--- src/rtl/pwm_capture.sv ---
// PWM period / high-time capture block with a small Wishbone register file.
// Measures the synchronised pwm_in in clk ticks and flags valid captures or timeouts.
module pwm_capture #(
  parameter int CNT_W = 16
) (
  input  logic       clk,
  input  logic       rst,
  input  logic       pwm_in,
  input  logic       wb_stb,
  input  logic       wb_we,
  input  logic [2:0] wb_adr,
  input  logic [7:0] wb_dat_i,
  output logic       wb_ack,
  output logic [7:0] wb_dat_o,
  output logic       irq
);

  typedef enum logic [1:0] {IDLE, HIGH, LOW} state_t;

  localparam logic [CNT_W-1:0] CNT_MAX = '1;
  localparam logic [CNT_W-1:0] CNT_ONE = {{(CNT_W-1){1'b0}}, 1'b1};

  state_t           state_reg, state_next;
  logic             sync1_reg, sync2_reg, sync3_reg;
  logic [CNT_W-1:0] per_cnt_reg, per_cnt_next;
  logic [CNT_W-1:0] hi_cnt_reg, hi_cnt_next;
  logic [CNT_W-1:0] period_reg, period_next;
  logic [CNT_W-1:0] high_reg, high_next;
  logic             valid_reg, valid_next;
  logic             timeout_reg, timeout_next;
  logic [1:0]       ctrl_reg, ctrl_next;
  logic [7:0]       snap_hi_h_reg, snap_per_l_reg, snap_per_h_reg;
  logic [15:0]      period_ext, high_ext;
  logic             rise, fall, enable;
  logic             ctrl_wr, status_rd, high_rd;
  logic             capture, timeout_evt;
  logic             unused_dat;

  assign unused_dat = ^wb_dat_i[7:2];

  assign rise = sync2_reg & ~sync3_reg;
  assign fall = ~sync2_reg & sync3_reg;

  assign ctrl_wr   = wb_stb & wb_we & (wb_adr == 3'd1);
  assign status_rd = wb_stb & ~wb_we & (wb_adr == 3'd0);
  assign high_rd   = wb_stb & ~wb_we & (wb_adr == 3'd2);

  // A write clearing enable aborts the measurement on the same edge it lands.
  assign ctrl_next = ctrl_wr ? wb_dat_i[1:0] : ctrl_reg;
  assign enable    = ctrl_next[0];

  always_comb begin
    state_next   = state_reg;
    per_cnt_next = per_cnt_reg;
    hi_cnt_next  = hi_cnt_reg;
    period_next  = period_reg;
    high_next    = high_reg;
    capture      = 1'b0;
    timeout_evt  = 1'b0;
    if (!enable) begin
      state_next   = IDLE;
      per_cnt_next = '0;
      hi_cnt_next  = '0;
    end else begin
      case (state_reg)
        IDLE: begin
          if (rise) begin
            state_next   = HIGH;
            per_cnt_next = CNT_ONE;
            hi_cnt_next  = CNT_ONE;
          end
        end
        HIGH: begin
          if (per_cnt_reg == CNT_MAX) begin
            timeout_evt = 1'b1;
          end else if (fall) begin
            state_next   = LOW;
            per_cnt_next = per_cnt_reg + CNT_ONE;
          end else begin
            per_cnt_next = per_cnt_reg + CNT_ONE;
            hi_cnt_next  = hi_cnt_reg + CNT_ONE;
          end
        end
        LOW: begin
          if (per_cnt_reg == CNT_MAX) begin
            timeout_evt = 1'b1;
          end else if (rise) begin
            capture      = 1'b1;
            period_next  = per_cnt_reg;
            high_next    = hi_cnt_reg;
            state_next   = HIGH;
            per_cnt_next = CNT_ONE;
            hi_cnt_next  = CNT_ONE;
          end else begin
            per_cnt_next = per_cnt_reg + CNT_ONE;
          end
        end
        default: state_next = IDLE;
      endcase
      if (timeout_evt) begin
        state_next   = IDLE;
        per_cnt_next = '0;
        hi_cnt_next  = '0;
        period_next  = '0;
        high_next    = '0;
      end
    end
  end

  // Set events win over the clear-on-read of STATUS.
  assign valid_next   = capture | (valid_reg & ~status_rd);
  assign timeout_next = timeout_evt | (timeout_reg & ~status_rd);

  always_comb begin
    period_ext = '0;
    high_ext   = '0;
    period_ext[CNT_W-1:0] = period_reg;
    high_ext[CNT_W-1:0]   = high_reg;
  end

  always_ff @(posedge clk) begin
    if (rst) begin
      state_reg      <= IDLE;
      sync1_reg      <= 1'b0;
      sync2_reg      <= 1'b0;
      sync3_reg      <= 1'b0;
      per_cnt_reg    <= '0;
      hi_cnt_reg     <= '0;
      period_reg     <= '0;
      high_reg       <= '0;
      valid_reg      <= 1'b0;
      timeout_reg    <= 1'b0;
      ctrl_reg       <= 2'b00;
      snap_hi_h_reg  <= 8'h00;
      snap_per_l_reg <= 8'h00;
      snap_per_h_reg <= 8'h00;
    end else begin
      state_reg   <= state_next;
      sync1_reg   <= pwm_in;
      sync2_reg   <= sync1_reg;
      sync3_reg   <= sync2_reg;
      per_cnt_reg <= per_cnt_next;
      hi_cnt_reg  <= hi_cnt_next;
      period_reg  <= period_next;
      high_reg    <= high_next;
      valid_reg   <= valid_next;
      timeout_reg <= timeout_next;
      ctrl_reg    <= ctrl_next;
      // Snapshot takes the pre-capture values, matching the live byte returned.
      if (high_rd) begin
        snap_hi_h_reg  <= high_ext[15:8];
        snap_per_l_reg <= period_ext[7:0];
        snap_per_h_reg <= period_ext[15:8];
      end
    end
  end

  assign wb_ack = wb_stb;

  always_comb begin
    wb_dat_o = 8'h00;
    case (wb_adr)
      3'd0:    wb_dat_o = {4'b0000, (state_reg != IDLE), sync2_reg, timeout_reg, valid_reg};
      3'd1:    wb_dat_o = {6'b000000, ctrl_reg};
      3'd2:    wb_dat_o = high_ext[7:0];
      3'd3:    wb_dat_o = snap_hi_h_reg;
      3'd4:    wb_dat_o = snap_per_l_reg;
      3'd5:    wb_dat_o = snap_per_h_reg;
      default: wb_dat_o = 8'h00;
    endcase
  end

  assign irq = ctrl_reg[1] & (valid_reg | timeout_reg);

endmodule

--- config.mk ---
export PLATFORM = sky130hd
export DESIGN_NAME = pwm_capture
export DESIGN_NICKNAME = d
export VERILOG_FILES = /design/src/rtl/pwm_capture.sv
export SDC_FILE = /design/constraint.sdc
export NUM_CORES = 1
export LEC_CHECK = 0
export BUFFER_PORTS_ARGS = -buffer_cell sky130_fd_sc_hd__buf_2
export CORE_UTILIZATION = 30
export DETAILED_ROUTE_END_ITERATION = 8
export PLACE_DENSITY = 0.48
export SLEW_MARGIN = 20
export SYNTH_ARGS = -nofsm -noshare
export SYNTH_HDL_FRONTEND = slang
export SYNTH_SLANG_ARGS = --single-unit
--- constraint.sdc ---
create_clock -name clk -period 4.1 [get_ports clk]
set_input_delay 0.41 -clock clk [delete_from_list [all_inputs] [get_ports clk]]
set_output_delay 0.41 -clock clk [all_outputs]
set_load 0.01 [all_outputs]
=== After elaboration in Yosys (flattened, before gate mapping) ===
Cells that the tools add are included.

* Register bits: 97
* Bits of input ports: 16
* Word-level logic and storage cells: 94

* Add/subtract/negate cells: 2
* Equality and inequality tests: 14
* Muxes and demuxes: 33
* Bitwise operators: 18
* Reduce and logical (&&, ||, !) cells: 12

{| class="wikitable"
|+ Operators with widths
! cell !! count
|-
| $mux W16 || 16
|-
| $pmux W16 S3 || 2
|-
| $pmux W8 S6 || 1
|-
| $add A16 B1 Y16 const B || 2
|-
| $eq A16 B16 Y1 const B || 1
|-
| $reduce_and A4 Y1 || 3
|-
| $and A1 B1 Y1 || 10
|-
| $ne A2 B2 Y1 const B || 5
|-
| $mux W1 || 9
|-
| $mux W2 || 4
|-
| $eq A3 B2 Y1 const B || 2
|-
| $eq A3 B3 Y1 const B || 2
|-
| $pmux W2 S3 || 1
|-
| $reduce_bool A2 Y1 || 3
|-
| $not A1 Y1 || 5
|-
| $eq A3 B1 Y1 const B || 1
|-
| $logic_not A3 Y1 || 1
|-
| $or A1 B1 Y1 || 3
|-
| $reduce_and A3 Y1 || 1
|-
| $reduce_bool A3 Y1 || 1
|-
| $reduce_or A3 Y1 || 1
|-
| $eq A2 B1 Y1 const B || 1
|-
| $eq A2 B2 Y1 const B || 1
|-
| $logic_not A2 Y1 || 1
|-
| 2 further kinds || 2
|}

=== Depth between registers and ports, before layout ===
Gate-level depths: netlist of run 1.

* Depth after elaboration: 7
* Gate-level depth with buffers: 9
* Depth with buffers taken out: 7

=== Worst setup path after synthesis of run 1 ===
Ideal clock, no wire load.

* Path type: reg2reg
* Start: register per_cnt_reg[0]
* End: register period_reg[3], in the netlist period_ext[3]
* Library setup time: 0.117 ns
* Arrival: 2.012 ns
* Path slack: 1.971 ns
* Cell stages (with the launch flop): 9
* Path buffers: 2
* Period minus slack after synthesis: 2.129 ns
* Path through: dfxtp_1 ha_1 nand4_4 or4_1 buf_2 o21ai_2 a21oi_2 buf_2 a22o_1

* Cells in the longest elaborated chain, start to end: 6
* Elaborated cells between the ends (all ways): 9
* Classes of those cells: eq/ne (2); mux (4); reduce/logical (3)

{| class="wikitable"
|+ Ends and longest elaborated chain
! element !! line !! source
|-
| start, declared || 25 || <nowiki>logic [CNT_W-1:0] per_cnt_reg, per_cnt_next;</nowiki>
|-
| start signal, assigned || 142 || <nowiki>per_cnt_reg <= per_cnt_next;</nowiki>
|-
| $eq A16 B16 Y1 * || 74, 85 ||
|-
| $mux W1 || 74, 85 ||
|-
| $mux W1 || - ||
|-
| $mux W1 || 60 || <nowiki>if (!enable) begin</nowiki>
|-
| $ne A2 B1 Y1 (no line) or $reduce_bool A2 Y1 (tied branches) || - ||
|-
| $reduce_and A4 Y1 (no line) || - ||
|-
| end signal, assigned || 144 || <nowiki>period_reg <= period_next;</nowiki>
|-
| end, declared || 27 || <nowiki>logic [CNT_W-1:0] period_reg, period_next;</nowiki>
|}

Mark *: on every way between the ends. The rest lies on a longest branch, timed or not. The select of a mux whose other input is x is not followed.
A chain may end at the register's enable or synchronous reset.

=== Worst setup path after layout of run 1 ===
* Start: register per_cnt_reg[0]
* End: register high_reg[12], in the netlist high_ext[12]

* Cells in the longest elaborated chain, start to end: 6
* Elaborated cells between the ends (all ways): 9
* Classes of those cells: eq/ne (2); mux (4); reduce/logical (3)

{| class="wikitable"
|+ Ends and longest elaborated chain
! element !! line !! source
|-
| $eq A16 B16 Y1 * || 74, 85 ||
|-
| $mux W1 || 74, 85 ||
|-
| $mux W1 || - ||
|-
| $mux W1 || 60 ||
|-
| $ne A2 B1 Y1 (no line) or $reduce_bool A2 Y1 (tied branches) || - ||
|-
| $reduce_and A4 Y1 (no line) || - ||
|-
| end signal, assigned || 145 || <nowiki>high_reg <= high_next;</nowiki>
|-
| end, declared || 28 || <nowiki>logic [CNT_W-1:0] high_reg, high_next;</nowiki>
|}

Marked as above.

==> impl_metrics.csv, run 1 <==
group,metric,value,unit
critical_path,crit_chain,"ha_1 -> nand4_4 -> or4_1 -> o21ai_2 -> a21oi_2 -> buf_4 -> a22o_1",
synth,synthTopCellsByArea,"dfxtp_1, nand2_1, a22o_1",
critical_path,worstPathArrival,3.18,ns
grt,grt_pass1_wl,19.5,mm
cts,htree_levels,3,
route,drtPass1Iterations,7,
synth,synth_edf_count,0,
timing,tightest_slew,0.890,ns
synth,synth.distinct_cells,64,
grt,grt_overflow_total,0,
critical_path,cp_max_fo,19,
placed_design,dp_cells,689,
pwr,peakVddDrop,214,uV
min_path,min_to,"sync1_reg",
route,routed_wl,11.9,mm
critical_path,start_kind,"flop",
pwr,p_leak,0.00164,uW
pwr,total_power,1800,uW
timing,setup_viol,0,
cts,cts_root_buffer,"clkbuf_16",
final_layout,layout-drive-gt1-share,11.7,%
timing,drv_slew,0,
final_layout,final_common_cell,"dfxtp_1",
grt,grt_start_max_net_pins,34,
final_layout,final_area,0.00502,sq mm
critical_path,critical-path-top-delay-family,"simple AND/OR/NAND/NOR gates",
synth,synth_ff_type,"dfxtp_1",
critical_path,critPathCaptureType,"flop",
floorplanning,dieHeight,125,um
timing,skew,0.00390,ns
grt,grt_pass1_vias,3624,
critical_path,r2r_start,"per_cnt_reg[0]",
grt,track_usage,15.8,%
final_layout,n_antenna_cell,0,
synth,synth_top_family_by_area,"compound AO/OA/AOI/OAI gates",
cts,postCtsSetupBuffers,0,
synth,ys_seq_elements,97,
cts,cts_buffers,9,
synth,syn_area,0.00457,sq mm
critical_path,critPathBufInv,1,
route,wl_met1,6.21,mm
placed_design,gp_congestion,0.820,
route,wl_met2,5.11,mm
final_layout,finalNonFillerCells,705,
route,vias_per_cell,5.47,
synth,yosys.area.top_type,"dfxtp_1",
min_path,hold_class,"in2reg",
placed_design,dp_hpwl,8.24,mm
critical_path,crit_required,4.34,ns
timing,rsz0062_at_grt,"false",
timing,finalSetupTns,0,ns
cts,cts_tree,"yes",
final_layout,nets,539,
final_layout,layout_common_cells,"dfxtp_1, nand2_1, a21oi_1",
synth,syn_inst,521,
synth,yosysTopAreaCellShare,42.5,%
floorplanning,fp-row-count,44,
critical_path,r2r_slack,1.16,ns
synth,synth.net_count,544,
min_path,hold_depth,2,
floorplanning,coreArea,0.0147,sq mm
synth,async_reset_ff_share,0,%
floorplanning,die-area,0.0157,sq mm
min_path,min_from,"pwm_in",
cts,cts_sinks,97,
critical_path,criticalPathCategory,"reg2reg",
critical_path,r2r-end,"high_ext[12]",
placed_design,dp_slack,1.18,ns
route,highest_layer,"met4",
timing,hold_viol,0,
critical_path,slowest_stage,"or4_1",
route,wire_per_inst,16.9,um
cts,hold_buffers,0,
cts,clock_latency,0.35,ns
floorplanning,io_pins,26,
critical_path,slowest_delay,0.92,ns
timing,slew_headroom,40.2,%
grt,antenna_found_initial,0,
status,violations,"DRC",
synth,syn_avg_cell_area,8.76,sq um
placed_design,port_buffers,19,
synth,synth_simple_gate_area_share,23.3,%
timing,fin_crit,2.94,ns
route,wl_met3,338,um
job,cap_violations,0,
floorplanning,start_util,31.1,%
timing,fmax,340,MHz
timing,setup_slack,1.16,ns
timing,min_period_over_period,71.8,%
synth,synth_mux_area_share,3.43,%
cts,clk_pin_slew,0.07,ns
route,antenna_left,0,
synth,yosysWarnings,0,
synth,yosysSeqAreaShare,42.5,%
critical_path,reg2reg_depth,7,
floorplanning,die_w,125,um
synth,synth_compound_area_share,24.3,%
final_layout,syn2layout_area_growth,9.87,%
cts,ctsResizeCount,0,
cts,clock_tree.buffer_depth,2,
synth,synthAdderAreaFrac,1.92,%
route,first_iter_violations,317,
pwr,power.density,358,mW/mm^2
route,drc,4,
status,status,"finished, violations left",
synth,synthXorXnorAreaFrac,0,%
placed_design,placed_cell_area,0.00474,sq mm
route,vias,3859,
-- cell families (layout without fill, tap and decap cells) --
kind of cell	Yosys count	after routing
buffers and inverters	47	47
DFF	97	97
muxes	15	15
and+or+nand+nor	200	200
AOI/OAI and AO/OA	155	155
adders and majority gates	7	7
-- worst max path at each step --
stage                   startpoint        endpoint  slack, ns  cells past startpoint
global placement    per_cnt_reg[0]  per_cnt_reg[0]       1.20                      5
finish              per_cnt_reg[0]    high_ext[12]       1.16                      7
CTS                 per_cnt_reg[0]    high_ext[12]       1.15                      7
detailed placement  per_cnt_reg[0]    high_ext[12]       1.18                      7
global route        per_cnt_reg[0]    high_ext[12]       0.97                      7
floorplan           per_cnt_reg[0]   period_ext[3]       1.97                      8
-- routing by layer --
metal | track usage [%] | vias up
met1 | 22.1 | 1830
met5 | 0 | -
met2 | 23.4 | 63
met3 | 3.55 | 14
li1 | - | 1952
met4 | 6.10 | 0
-- per-stage QoR --
step           hold WS, ns  util (%)
2_1_floorplan        0.414         -
3_3_place_gp         0.435      32.3
3_5_place_dp         0.436      32.3
4_1_cts              0.280      34.1
5_1_grt              0.275      34.1
6_report             0.285      34.1
-- worst reg2reg max path, delay by kind of cell, from the launching register on --
family,cells,cell delay (ns)
DFF,1,0.49
adders and majority gates,1,0.32
AOI/OAI and AO/OA,3,0.63
buffers and inverters,1,0.28
and+or+nand+nor,2,1.11
-- cells in the mapped netlist, types with 3 or more instances --
| cell | n |
|---|---|
| nand3_1 | 25 |
| and3_1 | 6 |
| nor3_1 | 5 |
| mux2_2 | 5 |
| clkbuf_1 | 22 |
| nand4b_1 | 5 |
| a221oi_1 | 3 |
| a22oi_1 | 10 |
| o31ai_1 | 9 |
| a311oi_1 | 3 |
| o2111ai_1 | 3 |
| o211ai_1 | 3 |
| ha_1 | 7 |
| a22o_1 | 32 |
| a2111oi_0 | 3 |
| a31oi_1 | 9 |
| a41oi_1 | 3 |
| nor2b_1 | 8 |
| a21oi_1 | 46 |
| inv_1 | 8 |
| or4_1 | 6 |
| and4_1 | 3 |
| nand2_1 | 75 |
| buf_2 | 12 |
| o21a_1 | 3 |
| and2_1 | 5 |
| nor2_1 | 25 |
| mux2i_1 | 10 |
| o21ai_1 | 4 |
| or3_1 | 3 |
| nand2b_1 | 4 |
| a211oi_1 | 7 |
| dfxtp_1 | 97 |
| nand4_1 | 11 |
-- power breakdown --
part	internal, uW	total, uW	switching (uW)	leakage, uW
combinational	17.0	61.1	44.1	0.000727
clock	414	790	376	0.000133
sequential	943	945	1.42	0.000781
total	1370	1800	422	0.00164
-- area by class of cell --
type                       instances  area [sq um]
fill                            1520          9680
multi-input combinational        377          2420
sequential                        97          1940
tap                              184           230
clock buffer                      10           229
timing repair buffer              23           125
clock inverter                     6          43.8
inverter                           8          30.0
No activity file was read; power rests on OpenSTA's default activity.
==> run 2, diff against run 1 <==
==> constraint.sdc (replaced) <==
create_clock -name clk -period 2.8 [get_ports clk]
set_input_delay 0.28 -clock clk [delete_from_list [all_inputs] [get_ports clk]]
set_output_delay 0.28 -clock clk [all_outputs]
set_load 0.01 [all_outputs]
==> run 2 against run 1 <==
  * The flow still finishes with violations (DRC)
  * Largest power group unchanged
  * Worst hold slack worse by 0.11 ns
  * Highest routed layer unchanged
  * Combinational power is 56% higher
  * First-iteration DRC count is 3.8% higher
  * Sequential share of layout area is 1.2 points lower
  * Largest cell class unchanged
  * Worst setup slack worse by 0.80 ns
==> impl_metrics.csv, run 2 (synthesized netlist as in run 1, its figures left out) <==
group,metric,value,unit
critical_path,slowest_stage,"or4b_2",
min_path,min_from,"pwm_in",
critical_path,worstPathArrival,2.72,ns
timing,drv_slew,0,
timing,finalSetupTns,0,ns
floorplanning,fp-row-count,44,
final_layout,layout-drive-gt1-share,14.5,%
floorplanning,io_pins,26,
placed_design,port_buffers,19,
pwr,peakVddDrop,265,uV
route,vias_per_cell,5.45,
critical_path,r2r-end,"hi_cnt_reg[4]",
grt,grt_overflow_total,0,
placed_design,dp_hpwl,8.48,mm
critical_path,r2r_slack,0.35,ns
route,wl_met1,5.95,mm
timing,slew_headroom,40.7,%
route,highest_layer,"met4",
cts,hold_buffers,0,
critical_path,r2r_start,"state_reg[0]",
cts,ctsResizeCount,0,
cts,clk_pin_slew,0.07,ns
critical_path,criticalPathCategory,"reg2reg",
timing,skew,0.00833,ns
critical_path,critical-path-top-delay-family,"simple AND/OR/NAND/NOR gates",
timing,rsz0062_at_grt,"false",
cts,clock_latency,0.34,ns
cts,cts_root_buffer,"clkbuf_16",
critical_path,crit_start,"state_reg[0]",
placed_design,gp_congestion,0.786,
critical_path,critPathBufInv,2,
timing,tightest_slew,0.882,ns
final_layout,nets,556,
cts,cts_tree,"yes",
floorplanning,die_w,125,um
grt,track_usage,15.8,%
grt,grt_pass1_wl,19.6,mm
route,vias,3932,
cts,postCtsSetupBuffers,0,
min_path,hold_depth,2,
pwr,power.density,530,mW/mm^2
final_layout,final_common_cell,"dfxtp_1",
route,drc,4,
cts,htree_levels,3,
timing,hold_viol,0,
status,violations,"DRC",
route,drtPass1Iterations,7,
timing,min_period_over_period,87.4,%
route,wl_met2,5.28,mm
route,wire_per_inst,16.4,um
timing,hold_ws,0.175,ns
cts,clock_tree.buffer_depth,2,
critical_path,crit_required,3.07,ns
final_layout,layout_common_cells,"dfxtp_1, nand2_1, a21oi_1",
floorplanning,coreArea,0.0147,sq mm
job,cap_violations,0,
critical_path,cp_max_fo,21,
grt,antenna_found_initial,0,
grt,grt_pass1_vias,3625,
route,wl_met3,439,um
route,first_iter_violations,329,
critical_path,critPathCaptureType,"flop",
final_layout,n_antenna_cell,0,
floorplanning,start_util,31.1,%
critical_path,start_kind,"flop",
floorplanning,die-area,0.0157,sq mm
floorplanning,dieHeight,125,um
critical_path,slowest_delay,0.64,ns
grt,grt_start_max_net_pins,33,
critical_path,crit_chain,"inv_1 -> ha_1 -> nor2_1 -> nand3b_1 -> o31a_1 -> buf_4 -> or4b_2 -> a31oi_1",
cts,cts_sinks,97,
timing,fin_crit,2.45,ns
pwr,p_leak,0.00174,uW
route,antenna_left,0,
timing,fmax,409,MHz
min_path,hold_class,"in2reg",
critical_path,reg2reg_depth,8,
final_layout,nFillCells,1486,
route,routed_wl,11.8,mm
final_layout,syn2layout_area_growth,13.3,%
timing,setup_viol,0,
pwr,total_power,2740,uW
min_path,min_to,"sync1_reg",
status,status,"finished, violations left",
cts,cts_buffers,9,
## run 2: worst max path at each step
stage,to,slack [ns],cells after the start
2_1_floorplan,period_ext[3],0.67,8
3_3_place_gp,per_cnt_reg[8],0.40,6
3_5_place_dp,hi_cnt_reg[4],0.37,8
4_1_cts,hi_cnt_reg[4],0.36,8
5_1_grt,per_cnt_reg[8],0.22,6
6_report,hi_cnt_reg[4],0.35,8
## run 2: where the power goes
group	leakage, uW	switching (uW)	internal (uW)
Combinational	0.000810	65.0	30.6
Clock	0.000144	556	705
Sequential	0.000781	2.06	1380
## run 2: metal layers
layer / up-vias / GRT usage [%]
li1: 1983 / -
met1: 1844 / 22.2
met2: 90 / 23.9
met3: 15 / 2.01
met4: 0 / 7.32
met5: - / 0
## run 2: cell type report
cell class              count  area [sq um]  area share [%]
repair buffers             40           253            4.89
clock buffers              10           229            4.43
well taps                 184           230            4.45
multi-input cells         377          2420            46.7
flip-flops and latches     97          1940            37.5
clock inverters             6          72.6            1.40
inverters                   8          30.0           0.581
## run 2: stage by stage
| step | worst slack [ns] | cell area (sq um) | util, % | instances |
|---|---|---|---|---|
| floorplan | 0.671 | 4570 | - | 521 |
| global placement | 0.396 | 4870 | 33.1 | 706 |
| detailed placement | 0.375 | 4870 | 33.1 | 706 |
| CTS | 0.355 | 5170 | 35.2 | 722 |
| global route | 0.221 | 5170 | 35.2 | 722 |
| finish | 0.352 | 5170 | 35.2 | 722 |
## run 2: worst reg2reg max path: stages, from the launching register on
cell      delay (ns)
dfxtp_1         0.41
inv_1           0.09
ha_1            0.28
nor2_1          0.29
nand3b_1        0.15
o31a_1          0.13
buf_4           0.21
or4b_2          0.64
a31oi_1         0.17
==> run 3, diff against run 2 <==
--- a/config.mk
+++ b/config.mk
@@ -8,8 +8,10 @@
 export BUFFER_PORTS_ARGS = -buffer_cell sky130_fd_sc_hd__buf_2
 export CORE_UTILIZATION = 30
 export DETAILED_ROUTE_END_ITERATION = 8
+export MAX_ROUTING_LAYER = met4
 export PLACE_DENSITY = 0.48
 export SLEW_MARGIN = 20
 export SYNTH_ARGS = -nofsm -noshare
 export SYNTH_HDL_FRONTEND = slang
 export SYNTH_SLANG_ARGS = --single-unit
+export TNS_END_PERCENT = 1
==> run 3 against run 2 <==
  * The flow still finishes with violations (DRC)
  * Sequential power barely moved
  * Largest cell class unchanged
  * Utilization unchanged
  * Sequential cell count stayed put
  * Largest power group unchanged
  * Critical path depth shrank 2
  * Cell count is the same
==> impl_metrics.csv, run 3 (synthesized netlist as in run 1, its figures left out) <==
group,metric,value,unit
pwr,seq_power_share,50.5,%
cts,cts_tree,"yes",
placed_design,port_buffers,19,
cts,cts_sinks,97,
final_layout,fin_util,35.2,%
cts,clk_pin_slew,0.07,ns
cts,clock_tree.buffer_depth,2,
timing,slew_headroom,40.6,%
pwr,power.density,529,mW/mm^2
route,routed_wl,11.9,mm
critical_path,criticalPathCategory,"reg2reg",
cts,ctsResizeCount,0,
timing,rsz0062_at_grt,"false",
timing,fin_crit,2.45,ns
pwr,p_comb_share,3.5,%
grt,antenna_found_initial,0,
route,vias_per_cell,5.43,
critical_path,critPathCaptureType,"flop",
floorplanning,start_util,31.1,%
pwr,power_frac_clock,46.0,%
critical_path,cp_max_fo,10,
placed_design,dp_hpwl,8.48,mm
status,status,"finished, violations left",
pwr,p_leak,0.00174,uW
floorplanning,fp-row-count,44,
timing,setup_viol,0,
timing,min_period_over_period,87.3,%
cts,postCtsSetupBuffers,0,
critical_path,slowest_stage,"or4_4",
route,first_iter_violations,380,
floorplanning,die_w,125,um
grt,track_usage,16.3,%
grt,grt_pass1_vias,3621,
cts,clock_latency,0.34,ns
cts,htree_levels,3,
cts,cts_buffers,9,
grt,grt_overflow_total,0,
floorplanning,coreArea,0.0147,sq mm
critical_path,slowest_delay,0.61,ns
final_layout,final_common_cell,"dfxtp_1",
job,cap_violations,0,
timing,finalSetupTns,0,ns
timing,hold_viol,0,
pwr,peakVddDrop,264,uV
timing,fmax,409,MHz
critical_path,crit_chain,"ha_1 -> nand4_4 -> or4_4 -> o21ai_2 -> nand3_1 -> o211ai_1",
final_layout,final_area,0.00517,sq mm
final_layout,nets,556,
cts,hold_buffers,0,
min_path,hold_class,"in2reg",
final_layout,n_antenna_cell,0,
route,drtPass1Iterations,6,
pwr,power.internal,2120,uW
critical_path,start_kind,"flop",
grt,grt_pass1_wl,19.6,mm
route,drc,4,
final_layout,nFillCells,1486,
floorplanning,io_pins,26,
placed_design,gp_congestion,0.797,
floorplanning,die-area,0.0157,sq mm
final_layout,syn2layout_area_growth,13.3,%
route,wire_per_inst,16.4,um
grt,grt_start_max_net_pins,33,
timing,tightest_slew,0.883,ns
critical_path,worstPathArrival,2.71,ns
timing,skew,0.00759,ns
final_layout,layout-drive-gt1-share,14.5,%
cts,cts_root_buffer,"clkbuf_16",
route,antenna_left,0,
critical_path,crit_required,3.07,ns
pwr,netSwitchingFraction,22.7,%
placed_design,placed_cell_area,0.00487,sq mm
pwr,p_switching,620,uW
final_layout,layout_common_cells,"dfxtp_1, nand2_1, a21oi_1",
timing,drv_slew,0,
status,violations,"DRC",
pwr,total_power,2740,uW
route,vias,3921,
floorplanning,dieHeight,125,um
[run 3: cell counts in the layout (fill, tap and decap cells not counted)]
Identical to the previous run, type by type.
[run 3: power groups by stage]
stage                     Combinational [uW]  Sequential (uW)  Clock (uW)
after CTS                               96.1             1380        1300
final                                   95.7             1380        1260
after floorplan                         67.3             1410           0
after global routing                     106             1380        1350
after detailed placement                95.8             1410           0
after global placement                  95.0             1410           0
[run 3: worst paths after layout]
path / start / to / slack [ns] / cells after the start
hold reg to reg: sync1_reg / sync2_reg / 0.45 / 1
setup / recovery: per_cnt_reg[1] / per_cnt_reg[8] / 0.35 / 6
hold / removal: pwm_in / sync1_reg / 0.18 / 2
setup reg to reg: per_cnt_reg[1] / per_cnt_reg[8] / 0.35 / 6
[run 3: metal layers]
layer  up-vias  GRT usage [%]  routed length, um
met5         -              -                  0
met4         0           7.32                155
met3        13           2.01                407
met2        80           23.9               5330
met1      1841           22.3               5980
li1       1987              -                  -
[run 3: layout make-up]
type | count | area (sq um) | area share [%]
clock buffers | 10 | 229 | 4.43
clock inverters | 6 | 72.6 | 1.40
inverters | 8 | 30.0 | 0.581
multi-input cells | 377 | 2420 | 46.7
repair buffers | 40 | 253 | 4.89
well taps | 184 | 230 | 4.45
flip-flops and latches | 97 | 1940 | 37.5
[run 3: per-stage QoR]
| step | cells | hold slack, ns | setup WS, ns |
|---|---|---|---|
| floorplan | 521 | 0.408 | 0.671 |
| global placement | 706 | 0.433 | 0.396 |
| detailed placement | 706 | 0.438 | 0.375 |
| CTS | 722 | 0.162 | 0.355 |
| global route | 722 | 0.192 | 0.221 |
| finish | 722 | 0.176 | 0.355 |
[run 3: critical path, delay by kind of cell, from the launching register on]
kind | cells | cell delay [ns]
adders and majority gates | 1 | 0.30
and+or+nand+nor | 3 | 0.98
AOI/OAI and AO/OA | 2 | 0.64
DFF | 1 | 0.44
